`config.mk`:
```
export PLATFORM = sky130hd
export DESIGN_NAME = debounce_bank_flat
export DESIGN_NICKNAME = d
export VERILOG_FILES = /design/src/rtl/debounce_pkg.sv /design/src/rtl/debounce_bank_if.sv /design/src/rtl/debounce_channel.sv /design/src/rtl/debounce_bank.sv /design/src/flat_wrapper.sv
export SDC_FILE = /design/constraint.sdc
export NUM_CORES = 1
export LEC_CHECK = 0
export CORE_MARGIN = 3
export CORE_UTILIZATION = 45
export CTS_CLUSTER_DIAMETER = 40
export DETAILED_ROUTE_END_ITERATION = 7
export DONT_BUFFER_PORTS = 1
export PLACE_DENSITY = 0.61
export SYNTH_ARGS = -nofsm -noshare
export SYNTH_HDL_FRONTEND = slang
export SYNTH_SLANG_ARGS = --single-unit
```
`constraint.sdc`:
```
create_clock -name clock -period 2.9 [get_ports clock]
set_input_delay 0.29 -clock clock [delete_from_list [all_inputs] [get_ports clock]]
set_output_delay 0.29 -clock clock [all_outputs]
set_load 0.1 [all_outputs]
```
`src/rtl/debounce_pkg.sv`:
```
// Shared types and defaults for the debounce bank.
package debounce_pkg;

  typedef enum logic {
    StIdle = 1'b0,
    StWait = 1'b1
  } deb_state_e;

  localparam int unsigned DEFAULT_HOLD  = 4095;
  localparam int unsigned DEFAULT_CNT_W = 12;

endpackage

```
`src/rtl/debounce_bank_if.sv`:
```
// Per-channel level and pulse bundle between board pins and the debounce bank.
interface debounce_bank_if #(
  parameter int unsigned N_CH = 4
);
  logic [N_CH-1:0] raw;
  logic [N_CH-1:0] clean;
  logic [N_CH-1:0] rise;
  logic [N_CH-1:0] fall;
  logic [N_CH-1:0] busy;

  modport master (output raw, input clean, input rise, input fall, input busy);
  modport slave  (input raw, output clean, output rise, output fall, output busy);
endinterface

```
`src/rtl/debounce_channel.sv`:
```
// Single debounce channel: optional 2-flop synchroniser (DEBOUNCE_SYNC_EN), hold FSM, edge pulses.
module debounce_channel
  import debounce_pkg::*;
#(
  parameter int unsigned CNT_W      = DEFAULT_CNT_W,
  parameter int unsigned HOLD       = DEFAULT_HOLD,
  parameter logic        INIT_LEVEL = 1'b0
) (
  input  logic clock,
  input  logic reset_n,
  input  logic raw_i,
  output logic clean_o,
  output logic rise_o,
  output logic fall_o,
  output logic busy_o
);

  // HOLD == 2^CNT_W still loads as all-ones after truncation.
  localparam logic [CNT_W-1:0] HoldLoad = CNT_W'(HOLD - 1);

  logic s;

`ifdef DEBOUNCE_SYNC_EN
  logic [1:0] sync_q;

  always_ff @(posedge clock or negedge reset_n) begin
    if (!reset_n) begin
      sync_q <= {2{INIT_LEVEL}};
    end else begin
      sync_q <= {sync_q[0], raw_i};
    end
  end

  assign s = sync_q[1];
`else
  assign s = raw_i;
`endif

  deb_state_e       state_q;
  logic [CNT_W-1:0] cnt_q;
  logic             clean_q;
  logic             rise_q;
  logic             fall_q;
  logic             busy_q;

  always_ff @(posedge clock or negedge reset_n) begin
    if (!reset_n) begin
      state_q <= StIdle;
      cnt_q   <= '0;
      clean_q <= INIT_LEVEL;
      rise_q  <= 1'b0;
      fall_q  <= 1'b0;
      busy_q  <= 1'b0;
    end else begin
      rise_q <= 1'b0;
      fall_q <= 1'b0;
      unique case (state_q)
        StIdle: begin
          if (s != clean_q) begin
            cnt_q   <= HoldLoad;
            state_q <= StWait;
            busy_q  <= 1'b1;
          end
        end
        StWait: begin
          if (s == clean_q) begin
            // Input bounced back: abandon this attempt silently.
            cnt_q   <= '0;
            state_q <= StIdle;
            busy_q  <= 1'b0;
          end else if (cnt_q == '0) begin
            clean_q <= s;
            rise_q  <= s;
            fall_q  <= ~s;
            state_q <= StIdle;
            busy_q  <= 1'b0;
          end else begin
            cnt_q <= cnt_q - CNT_W'(1);
          end
        end
      endcase
    end
  end

  assign clean_o = clean_q;
  assign rise_o  = rise_q;
  assign fall_o  = fall_q;
  assign busy_o  = busy_q;

endmodule

```
`src/rtl/debounce_bank.sv`:
```
// N_CH independent debounce channels; synchroniser enabled by defining DEBOUNCE_SYNC_EN.
module debounce_bank
  import debounce_pkg::*;
#(
  parameter int unsigned N_CH       = 4,
  parameter int unsigned CNT_W      = DEFAULT_CNT_W,
  parameter int unsigned HOLD       = DEFAULT_HOLD,
  parameter logic        INIT_LEVEL = 1'b0
) (
  input logic            clock,
  input logic            reset_n,
  debounce_bank_if.slave deb_io
);

  for (genvar i = 0; i < N_CH; i++) begin : g_ch
    debounce_channel #(
      .CNT_W      (CNT_W),
      .HOLD       (HOLD),
      .INIT_LEVEL (INIT_LEVEL)
    ) u_ch (
      .clock   (clock),
      .reset_n (reset_n),
      .raw_i   (deb_io.raw[i]),
      .clean_o (deb_io.clean[i]),
      .rise_o  (deb_io.rise[i]),
      .fall_o  (deb_io.fall[i]),
      .busy_o  (deb_io.busy[i])
    );
  end

endmodule

```
`src/flat_wrapper.sv`:
```
// flat-port wrapper written by rule: the top's interface ports become plain ports
module debounce_bank_flat import debounce_pkg::*;
#(
  parameter int unsigned N_CH       = 4,
  parameter int unsigned CNT_W      = DEFAULT_CNT_W,
  parameter int unsigned HOLD       = DEFAULT_HOLD,
  parameter logic        INIT_LEVEL = 1'b0
)
  (clock, reset_n, deb_io_raw, deb_io_clean, deb_io_rise, deb_io_fall, deb_io_busy);
  debounce_bank_if #(.N_CH(N_CH)) deb_io_i ();
  input logic clock;
  input logic reset_n;
  input wire logic [$bits(deb_io_i.raw)-1:0] deb_io_raw;
  output wire logic [$bits(deb_io_i.clean)-1:0] deb_io_clean;
  output wire logic [$bits(deb_io_i.rise)-1:0] deb_io_rise;
  output wire logic [$bits(deb_io_i.fall)-1:0] deb_io_fall;
  output wire logic [$bits(deb_io_i.busy)-1:0] deb_io_busy;
  assign deb_io_i.raw = deb_io_raw;
  assign deb_io_clean = deb_io_i.clean;
  assign deb_io_rise = deb_io_i.rise;
  assign deb_io_fall = deb_io_i.fall;
  assign deb_io_busy = deb_io_i.busy;
  debounce_bank #(.N_CH(N_CH), .CNT_W(CNT_W), .HOLD(HOLD), .INIT_LEVEL(INIT_LEVEL)) u_core (.clock(clock), .reset_n(reset_n), .deb_io(deb_io_i));
endmodule
```
==> impl_summary.log, run 1 <==
INFO  metric outcome = complete, no violations
INFO  metric ctsLongestPathBuffers = 2
INFO  metric worstHoldStart = deb_io_raw[0]
INFO  metric post_drt_via_cell_ratio = 5.975
INFO  metric core_area = 8763 um^2
INFO  metric relSlewSlack = 38.45%
INFO  metric finalNonFillerCells = 553
INFO  metric fin_worst_hold_slack = 28.17 ps
INFO  metric die_h = 101.4 um
INFO  metric netlist_area = 4098 um^2
INFO  metric hold_path_cell_cnt = 1
INFO  metric drt_first_iter_violations = 125
INFO  metric maximum_capacitance_violations = 0
INFO  metric global_route_wire_length_before_repair = 14,920 um
INFO  metric power_per_cell_area = 690.2 nW/um^2
INFO  metric globalplace.congestion = 0.8205
INFO  metric n_antenna_cell = 0
INFO  metric reg2reg_depth = 6
INFO  metric synth.yosys.seq_area_share = 41.53%
INFO  metric power.switching = 1.176 mW
INFO  metric timing.setup.tns = 0 ps
INFO  metric preCtsSetupSlack = 538.2 ps
INFO  metric final_layout_size_suffix_gt1_share = 11.46%
INFO  metric detailroute.wirelength.met2 = 3925 um
INFO  metric drv_slew = 0
INFO  metric final.setup.worst_slack = 551.6 ps
INFO  metric final_antenna_net_count = 0
INFO  metric power.clock.fraction = 23.6%
INFO  metric finalInstanceArea = 4362 um^2
INFO  metric worst_r2r_startpoint = u_core.g_ch[1].u_ch.cnt_q[0]
INFO  metric grt_remaining_overflow = 0
INFO  metric drt_drc_violations_left = 0
INFO  metric hold_violations = 0
INFO  metric crit_path_start_kind = flip-flop
INFO  metric per_instance_average_area_after_synthesis = 9.208 um^2
INFO  metric required = 3140 ps
INFO  metric ys_seq_elements = 68
INFO  metric startpoint = u_core.g_ch[1].u_ch.cnt_q[0]
INFO  metric top_signal_layer_used = met4
INFO  metric placed_area = 4124 um^2
INFO  metric vias_after_detailed_routing = 3,304
INFO  metric drtPass1Iterations = 4
INFO  metric yosysWarningCount = 0
INFO  metric synth_cells = 445
INFO  metric timing_worst_slew_pin_value = 923.2 ps
INFO  metric total_number_of_placement_rows = 34
INFO  metric count_of_buffers_from_port_buffering = 0
INFO  metric clock-skew-final = 17.02 ps
INFO  metric timing.final.setup_violations = 0
INFO  metric power.internal = 1.835 mW
INFO  metric reported_leakage_power = 1.725 nW
INFO  metric cts.sinks = 68
INFO  metric share_seq_of_total_power = 50.3%
INFO  metric most_used_dff_post_synth = sky130_fd_sc_hd__dfrtp_1
INFO  metric die-area = 10,290 um^2
INFO  metric r2r_slack = 550 ps
INFO  metric mostFrequentLayoutCell = sky130_fd_sc_hd__dfrtp_1
INFO  metric critical_path_peak_fanout = 11
INFO  metric design.final.nets = 454
INFO  metric num-fill-cells = 833
INFO  metric worst-setup-path-type = reg2reg
INFO  metric hold_path_endpoint = u_core.g_ch[0].u_ch.fall_o
INFO  metric die_w = 101.4 um
INFO  metric switching_power_as_a_share_of_total_power = 39.05%
INFO  metric footprint_of_the_flip_flops_and_latches = 1702 um^2
INFO  metric period_minus_slack = 2348 ps
INFO  metric pwr-share-comb = 26.2%
INFO  metric synthesis_to_finish_area_growth = 6.443%
INFO  metric timing.rr.end = u_core.g_ch[1].u_ch.clean_o
INFO  metric htree_levels = 3
INFO  metric grt_max_degree = 69
INFO  metric grt_setup_unrepaired = false
INFO  metric initial_utilization = 46.76%
INFO  metric synth-edff-count = 0
INFO  metric ys_types = 69
INFO  metric first_global_vias = 3,111
INFO  metric antenna_found_initial = 0
INFO  metric cts_inserted_buffers = 9
INFO  metric clock-root-buffer = sky130_fd_sc_hd__clkbuf_8
INFO  metric path_clk_slew = 80 ps
INFO  metric routed_wirelength = 8451 um
INFO  metric groute.usage.overall = 17.85%
INFO  metric setup.worst_path.end_class = flip-flop
INFO  metric multi_input_area = 2096 um^2
INFO  metric dp.final_hpwl = 5467 um
INFO  metric synth-async-reset-ratio = 100.0%
INFO  metric min_period_over_period = 80.98%
INFO  metric tritoncts = yes
INFO  metric timing.fmax = 0.4258 GHz
INFO  metric detail_route.wl_per_cell = 15.28 um
INFO  metric post-place-cells = 532
INFO  metric postSynthNetCount = 459
INFO  metric peakVddDrop = 0.3235 mV
INFO  metric route.layer.met1.wl = 4112 um
INFO  metric timing.critical_path.arrival = 2580 ps
INFO  metric wl_met3 = 282 um
INFO  metric worst_skew_late_latency = 350 ps
INFO  metric layout.cells.most_common_list = sky130_fd_sc_hd__dfrtp_1, sky130_fd_sc_hd__nor2_1, sky130_fd_sc_hd__nand2_1, sky130_fd_sc_hd__a21oi_1, sky130_fd_sc_hd__o21ai_0
INFO  metric min-delay-path-class = in2reg
INFO  metric ioPinCount = 22
## repair_timing
action,CTS,global route
buffers inserted,0,0
resized for setup,0,0
hold buffers,5,0
endpoints found under the hold margin,71,0
## registers in the layout, summed over array words and instances (netlist names)
signal,flops
u_core.g_ch.u_ch.cnt_q,48
u_core.g_ch.u_ch.fall_o,4
u_core.g_ch.u_ch.rise_o,4
u_core.g_ch.u_ch.busy_o,4
u_core.g_ch.u_ch.clean_o,4
u_core.g_ch.u_ch.state_q,4
## power by group through the flow
stage	logic [mW]	clock network, mW	registers [mW]
detailed placement	0.763	0	1.52
global placement	0.737	0	1.52
CTS	0.793	0.729	1.51
floorplan	0.775	0	1.34
finish	0.788	0.709	1.51
global route	0.906	0.777	1.56
## layout make-up
class / instances / share of cell area (%)
clock buffer: 12 / 3.328
clock inverter: 4 / 0.5737
inverter: 21 / 1.807
multi-input combinational: 320 / 48.05
sequential: 68 / 39.01
tap: 108 / 3.098
timing repair buffer: 20 / 4.131
## synth_stat cells, drive strengths merged, types with 7 or more instances
| cell type | instances | area share (%) |
|---|---|---|
| o22ai | 13 | 2.0 |
| ha | 8 | 2.4 |
| or4 | 7 | 1.4 |
| inv | 21 | 1.9 |
| o211ai | 8 | 1.5 |
| clkbuf | 17 | 1.8 |
| nor3 | 21 | 2.7 |
| nand3 | 12 | 1.6 |
| a21oi | 26 | 3.2 |
| nor2 | 37 | 3.4 |
| nor3b | 8 | 1.5 |
| nor4 | 14 | 2.9 |
| o21ai | 24 | 2.9 |
| or3 | 7 | 1.1 |
| dfrtp | 68 | 42 |
| buf | 19 | 3.6 |
| nand2 | 29 | 2.8 |
## worst max-delay path by stage
stage / to / slack (ps) / cells past startpoint
final: u_core.g_ch[1].u_ch.clean_o / 550 / 6
after global routing: u_core.g_ch[1].u_ch.cnt_q[5] / 390 / 6
after floorplan: u_core.g_ch[1].u_ch.clean_o / 880 / 7
after detailed placement: u_core.g_ch[1].u_ch.clean_o / 540 / 6
after global placement: u_core.g_ch[1].u_ch.clean_o / 610 / 6
after CTS: u_core.g_ch[1].u_ch.clean_o / 530 / 6
## worst max-delay path, stage by stage (launching register included)
cell and delay, ps:
sky130_fd_sc_hd__dfrtp_1 400, sky130_fd_sc_hd__inv_1 110, sky130_fd_sc_hd__ha_1 170, sky130_fd_sc_hd__or4b_4 500, sky130_fd_sc_hd__nor4_4 640, sky130_fd_sc_hd__nand2_4 110, sky130_fd_sc_hd__mux2_4 320
## layer usage
layer,up-vias,track usage (%)
met5,-,0
met3,15,3.926
li1,1637,-
met2,51,28.07
met1,1601,24.38
met4,0,6.033
## metrics by stage
step / util (%) / power (mW)
after floorplan: - / 2.112
after global placement: 47.06 / 2.252
after detailed placement: 47.06 / 2.288
after CTS: 49.77 / 3.030
after global routing: 49.77 / 3.242
final: 49.77 / 3.010
## cell families (layout without fill, tap and decap cells)
group	Yosys count	after routing	share of synthesized area [%]
xor gates and xnor gates	10	10	2.137
AOI/OAI and AO/OA	119	119	19.51
buffers and inverters	57	57	7.328
muxes	9	9	2.382
and+or+nand+nor	174	174	24.67
adders and majority gates	8	8	2.443
DFF	68	68	41.53
Note: power is estimated with default switching activity, not from simulation.
==> inputs of run 2 (changes only) <==
- clock period: 2.9 -> 2.4 ns (I/O delays scaled with it)
==> run 2 against run 1 <==
Net effect:
- count of clock-buffer cells in the layout increased by 1
- largest power group unchanged
- die area unchanged
- clock power is 44% higher
- wire length grew 2.6%
- first-iteration DRC count is 38% higher
- global-route usage fell by 0.13 points
- total power increased by 28%
- non-clock buffer count is 10 higher
==> impl_summary.log, run 2 (synthesis results as in run 1) <==
INFO  metric timing.fmax = 0.4529 GHz (+6.4%)
INFO  metric r2r_slack = 190 ps (-360 ps)
INFO  metric cts.sinks = 68 (unchanged)
INFO  metric hold_path_endpoint = u_core.g_ch[0].u_ch.rise_o
INFO  metric groute.usage.overall = 17.71% (-0.13 points)
INFO  metric min_period_over_period = 91.99% (+11 points)
INFO  metric global_route_wire_length_before_repair = 14,780 um (-0.93%)
INFO  metric vias_after_detailed_routing = 3,343 (+1.2%)
INFO  metric reg2reg_depth = 7 (+1)
INFO  metric power_per_cell_area = 858.6 nW/um^2 (+24%)
INFO  metric hold_violations = 0 (unchanged)
INFO  metric min-delay-path-class = in2reg
INFO  metric cts-resized-gates = 0 (unchanged)
INFO  metric htree_levels = 3 (unchanged)
INFO  metric first_global_vias = 3,129 (+0.58%)
INFO  metric initial_utilization = 46.76% (unchanged)
INFO  metric core_area = 8763 um^2 (unchanged)
INFO  metric worstHoldStart = deb_io_raw[0]
INFO  metric synthesis_to_finish_area_growth = 9.282%
INFO  metric routed_wirelength = 8670 um (+2.6%)
INFO  metric layout.cells.most_common_list = sky130_fd_sc_hd__dfrtp_1, sky130_fd_sc_hd__nor2_1, sky130_fd_sc_hd__nand2_1, sky130_fd_sc_hd__a21oi_1
INFO  metric die-area = 10,290 um^2 (unchanged)
INFO  metric dp.final_hpwl = 5685 um (+4.0%)
INFO  metric post_drt_via_cell_ratio = 5.959 (-0.26%)
INFO  metric path_clk_slew = 70 ps (about the same)
INFO  metric grt_remaining_overflow = 0 (unchanged)
INFO  metric antenna_found_initial = 0 (unchanged)
INFO  metric share_seq_of_total_power = 44.4% (-5.9 points)
INFO  metric grt_max_degree = 69 (unchanged)
INFO  metric drv_slew = 0 (unchanged)
INFO  metric ioPinCount = 22 (unchanged)
INFO  metric drt_drc_violations_left = 0 (unchanged)
INFO  metric timing_worst_slew_pin_value = 891.4 ps (-31.81 ps)
INFO  metric worst_r2r_startpoint = u_core.g_ch[1].u_ch.cnt_q[0]
INFO  metric power.clock.fraction = 26.6% (+3.0 points)
INFO  metric mostFrequentLayoutCell = sky130_fd_sc_hd__dfrtp_1
INFO  metric count_of_buffers_from_port_buffering = 0 (unchanged)
INFO  metric pwr-share-comb = 29.0% (+2.8 points)
INFO  metric detail_route.wl_per_cell = 15.45 um (+1.1%)
INFO  metric total_number_of_placement_rows = 34 (unchanged)
INFO  metric die_w = 101.4 um (unchanged)
INFO  metric design.final.nets = 464 (+2.2%)
INFO  metric cts_inserted_buffers = 9 (unchanged)
INFO  metric clock-skew-final = 10.93 ps (-6.085 ps)
INFO  metric worst_skew_late_latency = 340 ps (about the same)
INFO  metric required = 2630 ps (-510 ps)
INFO  metric clock-root-buffer = sky130_fd_sc_hd__clkbuf_8
INFO  metric reported_leakage_power = 1.798 nW (+4.3%)
INFO  metric drt_first_iter_violations = 173 (+38%)
INFO  metric switching_power_as_a_share_of_total_power = 36.77% (-2.3 points)
INFO  metric final_layout_size_suffix_gt1_share = 13.25% (+1.8 points)
INFO  metric worst-setup-path-type = reg2reg
INFO  metric hold_path_cell_cnt = 2 (+1)
INFO  metric relSlewSlack = 40.61% (+2.2 points)
INFO  metric peakVddDrop = 0.3247 mV (+0.36%)
INFO  metric timing.setup.tns = 0 ps (unchanged)
INFO  metric final_antenna_net_count = 0 (unchanged)
INFO  metric ctsLongestPathBuffers = 2 (unchanged)
INFO  metric drtPass1Iterations = 4 (unchanged)
INFO  metric maximum_capacitance_violations = 0 (unchanged)
INFO  metric critical_path_peak_fanout = 9 (-2)
INFO  metric globalplace.congestion = 0.7578 (-7.6%)
INFO  metric outcome = complete, no violations
INFO  metric power.internal = 2.431 mW (+33%)
INFO  metric timing.final.setup_violations = 0 (unchanged)
INFO  metric timing.rr.end = u_core.g_ch[1].u_ch.cnt_q[5]
INFO  metric power.switching = 1.414 mW (+20%)
INFO  metric setup.worst_path.end_class = flip-flop
INFO  metric timing.critical_path.arrival = 2440 ps (-140 ps)
INFO  metric grt_setup_unrepaired = false
INFO  metric n_antenna_cell = 0 (unchanged)
INFO  metric die_h = 101.4 um (unchanged)
INFO  metric max_flop_register = u_core.g_ch.u_ch.cnt_q
INFO  metric tritoncts = yes
INFO  metric crit_path_start_kind = flip-flop
INFO  metric cts.repair_timing.setup_buffer_count = 0 (unchanged)
INFO  metric number_of_flip_flops_under_the_largest_register_name = 48 (unchanged)
INFO  metric fin_worst_hold_slack = 30.94 ps (+2.770 ps)
INFO  metric period_minus_slack = 2208 ps (-140.6 ps)
## run 2: cell count changes in the layout (fill, tap and decap cells not counted), sizes merged
cell         delta
buf             +9
bufinv          +1
clkbuf          +1
clkinv          -2
clkinvlp        -2
dlygate4sd3     +1
## run 2: per-stage QoR
| step | utilization (%) | total power [mW] | instances | worst slack (ps) | cell area (um^2) |
|---|---|---|---|---|---|
| after floorplan | - | 2.552 | 445 | 375.6 | 4098 |
| after global placement | 47.83 | 2.761 | 541 | 286.4 | 4192 |
| after detailed placement | 47.83 | 2.803 | 541 | 211.5 | 4192 |
| after CTS | 51.10 | 3.861 | 561 | 176.0 | 4478 |
| after global routing | 51.10 | 4.092 | 561 | 19.19 | 4478 |
| final | 51.10 | 3.845 | 561 | 192.2 | 4478 |
## run 2: how the worst max path moves through the flow
stage	from	endpoint	slack [ps]	cells after the start
2_1_floorplan	u_core.g_ch[1].u_ch.cnt_q[0]	u_core.g_ch[1].u_ch.clean_o	380	7
3_3_place_gp	u_core.g_ch[1].u_ch.cnt_q[0]	u_core.g_ch[1].u_ch.cnt_q[5]	290	7
3_5_place_dp	u_core.g_ch[1].u_ch.cnt_q[0]	u_core.g_ch[1].u_ch.cnt_q[5]	210	7
4_1_cts	u_core.g_ch[1].u_ch.cnt_q[0]	u_core.g_ch[1].u_ch.cnt_q[5]	180	7
5_1_grt	u_core.g_ch[3].u_ch.cnt_q[0]	u_core.g_ch[3].u_ch.clean_o	20	6
6_report	u_core.g_ch[1].u_ch.cnt_q[0]	u_core.g_ch[1].u_ch.cnt_q[5]	190	7
## run 2: timing repair
| action | 4_1_cts | 5_1_grt |
|---|---|---|
| hold buffers | 6 | 0 |
| endpoints found under the setup margin | 0 | 0 |
| hold endpoints to repair | 72 | 0 |
## run 2: per-layer routing
layer	GRT usage, %	wire (um)
met1	24.49	4169
met2	27.92	4076
met3	3.099	318
met4	6.442	107
met5	0	0
## run 2: cell type report
class	count	area [um^2]
well taps	108	135.1
fillers	792	4285
repair buffers	30	257.7
inverters	21	78.83
multi-input cells	320	2096
clock inverters	1	30.03
flip-flops and latches	68	1702
clock buffers	13	178.9
## run 2: power by group through the flow
stage | Clock, mW | Combinational, mW | Sequential, mW
after detailed placement | 0 | 1.08 | 1.72
after global routing | 1.09 | 1.25 | 1.75
after floorplan | 0 | 0.937 | 1.62
after CTS | 1.04 | 1.12 | 1.70
after global placement | 0 | 1.05 | 1.71
final | 1.02 | 1.12 | 1.71
## run 2: worst max-delay path: stages (launching register included)
cell                       delay (ps)
sky130_fd_sc_hd__dfrtp_1          400
sky130_fd_sc_hd__inv_1            120
sky130_fd_sc_hd__ha_1             170
sky130_fd_sc_hd__or4b_4           500
sky130_fd_sc_hd__nor4_4           370
sky130_fd_sc_hd__buf_4            230
sky130_fd_sc_hd__o311ai_0         140
sky130_fd_sc_hd__and3_1           170
==> inputs of run 3 (changes only) <==
- CORE_UTILIZATION: 45 -> 50
- GPL_ROUTABILITY_DRIVEN: default -> 0
- PLACE_DENSITY: 0.61 -> 0.66
==> run 3 against run 2 <==
Net effect:
- first-iteration DRC count shrank 47%
- clock power fell by 6%
- setup slack better by 24 ps
- worst hold slack better by 11 ps
- sequential share of layout area increased by 0.13 points
- critical path type unchanged
==> impl_summary.log, run 3 (synthesis results as in run 1) <==
INFO  metric grt_max_degree = 69 (unchanged)
INFO  metric startpoint = u_core.g_ch[1].u_ch.cnt_q[0]
INFO  metric worst_skew_late_latency = 350 ps (about the same)
INFO  metric cts_inserted_buffers = 9 (unchanged)
INFO  metric ctsLongestPathBuffers = 2 (unchanged)
INFO  metric min-delay-path-class = in2reg
INFO  metric min_period_over_period = 90.98% (-1.0 points)
INFO  metric power.clock.fraction = 25.4% (-1.2 points)
INFO  metric number_of_flip_flops_under_the_largest_register_name = 48 (unchanged)
INFO  metric cts.repair_timing.setup_buffer_count = 0 (unchanged)
INFO  metric timing.rr.end = u_core.g_ch[1].u_ch.cnt_q[5]
INFO  metric timing.critical_path.arrival = 2410 ps (-30 ps)
INFO  metric reg2reg_depth = 7 (unchanged)
INFO  metric top_signal_layer_used = met4
INFO  metric antenna_found_initial = 0 (unchanged)
INFO  metric detail_route.wl_per_cell = 14.78 um (-4.3%)
INFO  metric outcome = complete, no violations
INFO  metric first_global_vias = 3,127 (-0.064%)
INFO  metric core_area = 7848 um^2 (-10%)
INFO  metric design.final.nets = 464 (unchanged)
INFO  metric share_seq_of_total_power = 45.1% (+0.7 points)
INFO  metric placed_area = 4184 um^2 (-0.18%)
INFO  metric n_antenna_cell = 0 (unchanged)
INFO  metric power.internal = 2.352 mW (-3.3%)
INFO  metric mostFrequentLayoutCell = sky130_fd_sc_hd__dfrtp_1
INFO  metric layout.cells.most_common_list = sky130_fd_sc_hd__dfrtp_1, sky130_fd_sc_hd__nor2_1, sky130_fd_sc_hd__nand2_1, sky130_fd_sc_hd__a21oi_1
INFO  metric cts.sinks = 68 (unchanged)
INFO  metric critical_path_peak_fanout = 10 (+1)
INFO  metric grt_setup_unrepaired = false
INFO  metric groute.usage.overall = 19.60% (+1.9 points)
INFO  metric initial_utilization = 52.22% (+5.5 points)
INFO  metric drv_slew = 0 (unchanged)
INFO  metric max_flop_register = u_core.g_ch.u_ch.cnt_q
INFO  metric maximum_capacitance_violations = 0 (unchanged)
INFO  metric synthesis_to_finish_area_growth = 8.916%
INFO  metric drtPass1Iterations = 4 (unchanged)
INFO  metric route.layer.met1.wl = 3999 um (-4.1%)
INFO  metric die-area = 9318 um^2 (-9.4%)
INFO  metric count_of_buffers_from_port_buffering = 0 (unchanged)
INFO  metric grt_remaining_overflow = 0 (unchanged)
INFO  metric path_clk_slew = 80 ps (about the same)
INFO  metric timing.setup.tns = 0 ps (unchanged)
INFO  metric clock-root-buffer = sky130_fd_sc_hd__clkbuf_8
INFO  metric worstHoldStart = deb_io_raw[1]
INFO  metric drt_drc_violations_left = 0 (unchanged)
INFO  metric post_drt_via_cell_ratio = 6.081 (+2.0%)
INFO  metric finalInstanceArea = 4463 um^2 (-0.34%)
INFO  metric drt_first_iter_violations = 92 (-47%)
INFO  metric timing.final.setup_violations = 0 (unchanged)
INFO  metric period_minus_slack = 2183 ps (-24.34 ps)
INFO  metric final_layout_size_suffix_gt1_share = 13.63% (+0.38 points)
INFO  metric pwr-share-comb = 29.5% (+0.5 points)
INFO  metric reported_leakage_power = 1.789 nW (-0.52%)
INFO  metric ioPinCount = 22 (unchanged)
INFO  metric setup.worst_path.end_class = flip-flop
INFO  metric worst_r2r_startpoint = u_core.g_ch[1].u_ch.cnt_q[0]
INFO  metric power_per_cell_area = 846.3 nW/um^2 (-1.4%)
INFO  metric total_number_of_placement_rows = 32 (-5.9%)
INFO  metric hold_path_cell_cnt = 1 (-1)
INFO  metric power.switching = 1.425 mW (+0.80%)
INFO  metric clock-skew-final = 12.74 ps (+1.805 ps)
INFO  metric die_w = 96.53 um (-4.8%)
INFO  metric global_route_wire_length_before_repair = 14,510 um (-1.8%)
INFO  metric routed_wirelength = 8234 um (-5.0%)
INFO  metric final_antenna_net_count = 0 (unchanged)
INFO  metric crit_path_start_kind = flip-flop
INFO  metric cts-resized-gates = 0 (unchanged)
INFO  metric relSlewSlack = 39.73% (-0.88 points)
INFO  metric timing.fmax = 0.4580 GHz (+1.1%)
INFO  metric die_h = 96.53 um (-4.8%)
INFO  metric htree_levels = 3 (unchanged)
INFO  metric worst-setup-path-type = reg2reg
INFO  metric hold_violations = 0 (unchanged)
INFO  metric switching_power_as_a_share_of_total_power = 37.73% (+0.96 points)
INFO  metric dp.final_hpwl = 5439 um (-4.3%)
INFO  metric timing_worst_slew_pin_value = 904.6 ps (+13.20 ps)
INFO  metric vias_after_detailed_routing = 3,387 (+1.3%)
INFO  metric wl_met3 = 283 um (-11%)
INFO  metric r2r_slack = 220 ps (+20 ps)
INFO  metric required = 2630 ps (about the same)
INFO  metric peakVddDrop = 0.4772 mV (+47%)
INFO  metric hold_path_endpoint = u_core.g_ch[1].u_ch.clean_o
INFO  metric tritoncts = yes
INFO  metric detailroute.wirelength.met2 = 3815 um (-6.4%)
## run 3: cell types whose count changed in the layout (fill, tap and decap cells not counted)
cell | before | now
sky130_fd_sc_hd__clkbuf_8 | 13 | 10
sky130_fd_sc_hd__clkinv_2 | 0 | 2
sky130_fd_sc_hd__clkinvlp_4 | 0 | 2
sky130_fd_sc_hd__clkinv_4 | 0 | 1
## run 3: power by group through the flow
| stage | clock network [mW] | logic (mW) | registers, mW |
|---|---|---|---|
| global route | 1.05 | 1.26 | 1.76 |
| CTS | 0.990 | 1.12 | 1.70 |
| detailed placement | 0 | 1.08 | 1.72 |
| finish | 0.961 | 1.11 | 1.70 |
| global placement | 0 | 1.05 | 1.71 |
| floorplan | 0 | 0.937 | 1.62 |
## run 3: worst max path at each step
stage / to / slack [ps] / cells past startpoint
floorplan: u_core.g_ch[1].u_ch.clean_o / 380 / 7
global placement: u_core.g_ch[1].u_ch.cnt_q[5] / 300 / 7
detailed placement: u_core.g_ch[1].u_ch.cnt_q[5] / 240 / 7
CTS: u_core.g_ch[1].u_ch.cnt_q[5] / 220 / 7
global route: u_core.g_ch[1].u_ch.cnt_q[5] / 60 / 7
finish: u_core.g_ch[1].u_ch.cnt_q[5] / 220 / 7
## run 3: stage by stage
step / hold WS [ps] / setup slack [ps] / power (mW) / util [%] / std cells
6_report: 42.23 / 216.6 / 3.777 / 56.87 / 557
5_1_grt: 24.71 / 61.94 / 4.067 / 56.87 / 557
4_1_cts: 22.46 / 219.1 / 3.807 / 56.87 / 557
3_5_place_dp: -53.75 / 238.1 / 2.799 / 53.32 / 535
3_3_place_gp: -53.72 / 297.2 / 2.756 / 53.32 / 535
2_1_floorplan: -55.59 / 375.6 / 2.552 / - / 445
## run 3: layer usage
metal	up-vias	track usage, %
met5	-	0
met4	0	7.710
met3	14	3.563
met2	68	30.69
met1	1646	26.94
li1	1659	-
## run 3: what timing repair did
action	in CTS	in global routing
hold buffers	6	0
endpoints found under the hold margin	72	0
setup endpoints to repair	0	0
## run 3: worst max-delay path, cell delays in order (launching register included)
cell and delay (ps):
sky130_fd_sc_hd__dfrtp_1 400, sky130_fd_sc_hd__inv_1 120, sky130_fd_sc_hd__ha_1 170, sky130_fd_sc_hd__or4b_4 500
sky130_fd_sc_hd__nor4_4 340, sky130_fd_sc_hd__buf_4 230, sky130_fd_sc_hd__o311ai_0 120, sky130_fd_sc_hd__and3_1 170
## run 3: cell type report
type | instances | area, um^2
timing repair buffer | 30 | 257.7
inverter | 21 | 78.83
multi-input combinational | 320 | 2096
clock buffer | 10 | 137.6
clock inverter | 6 | 63.81
fill | 701 | 3385
tap | 102 | 127.6
sequential | 68 | 1702
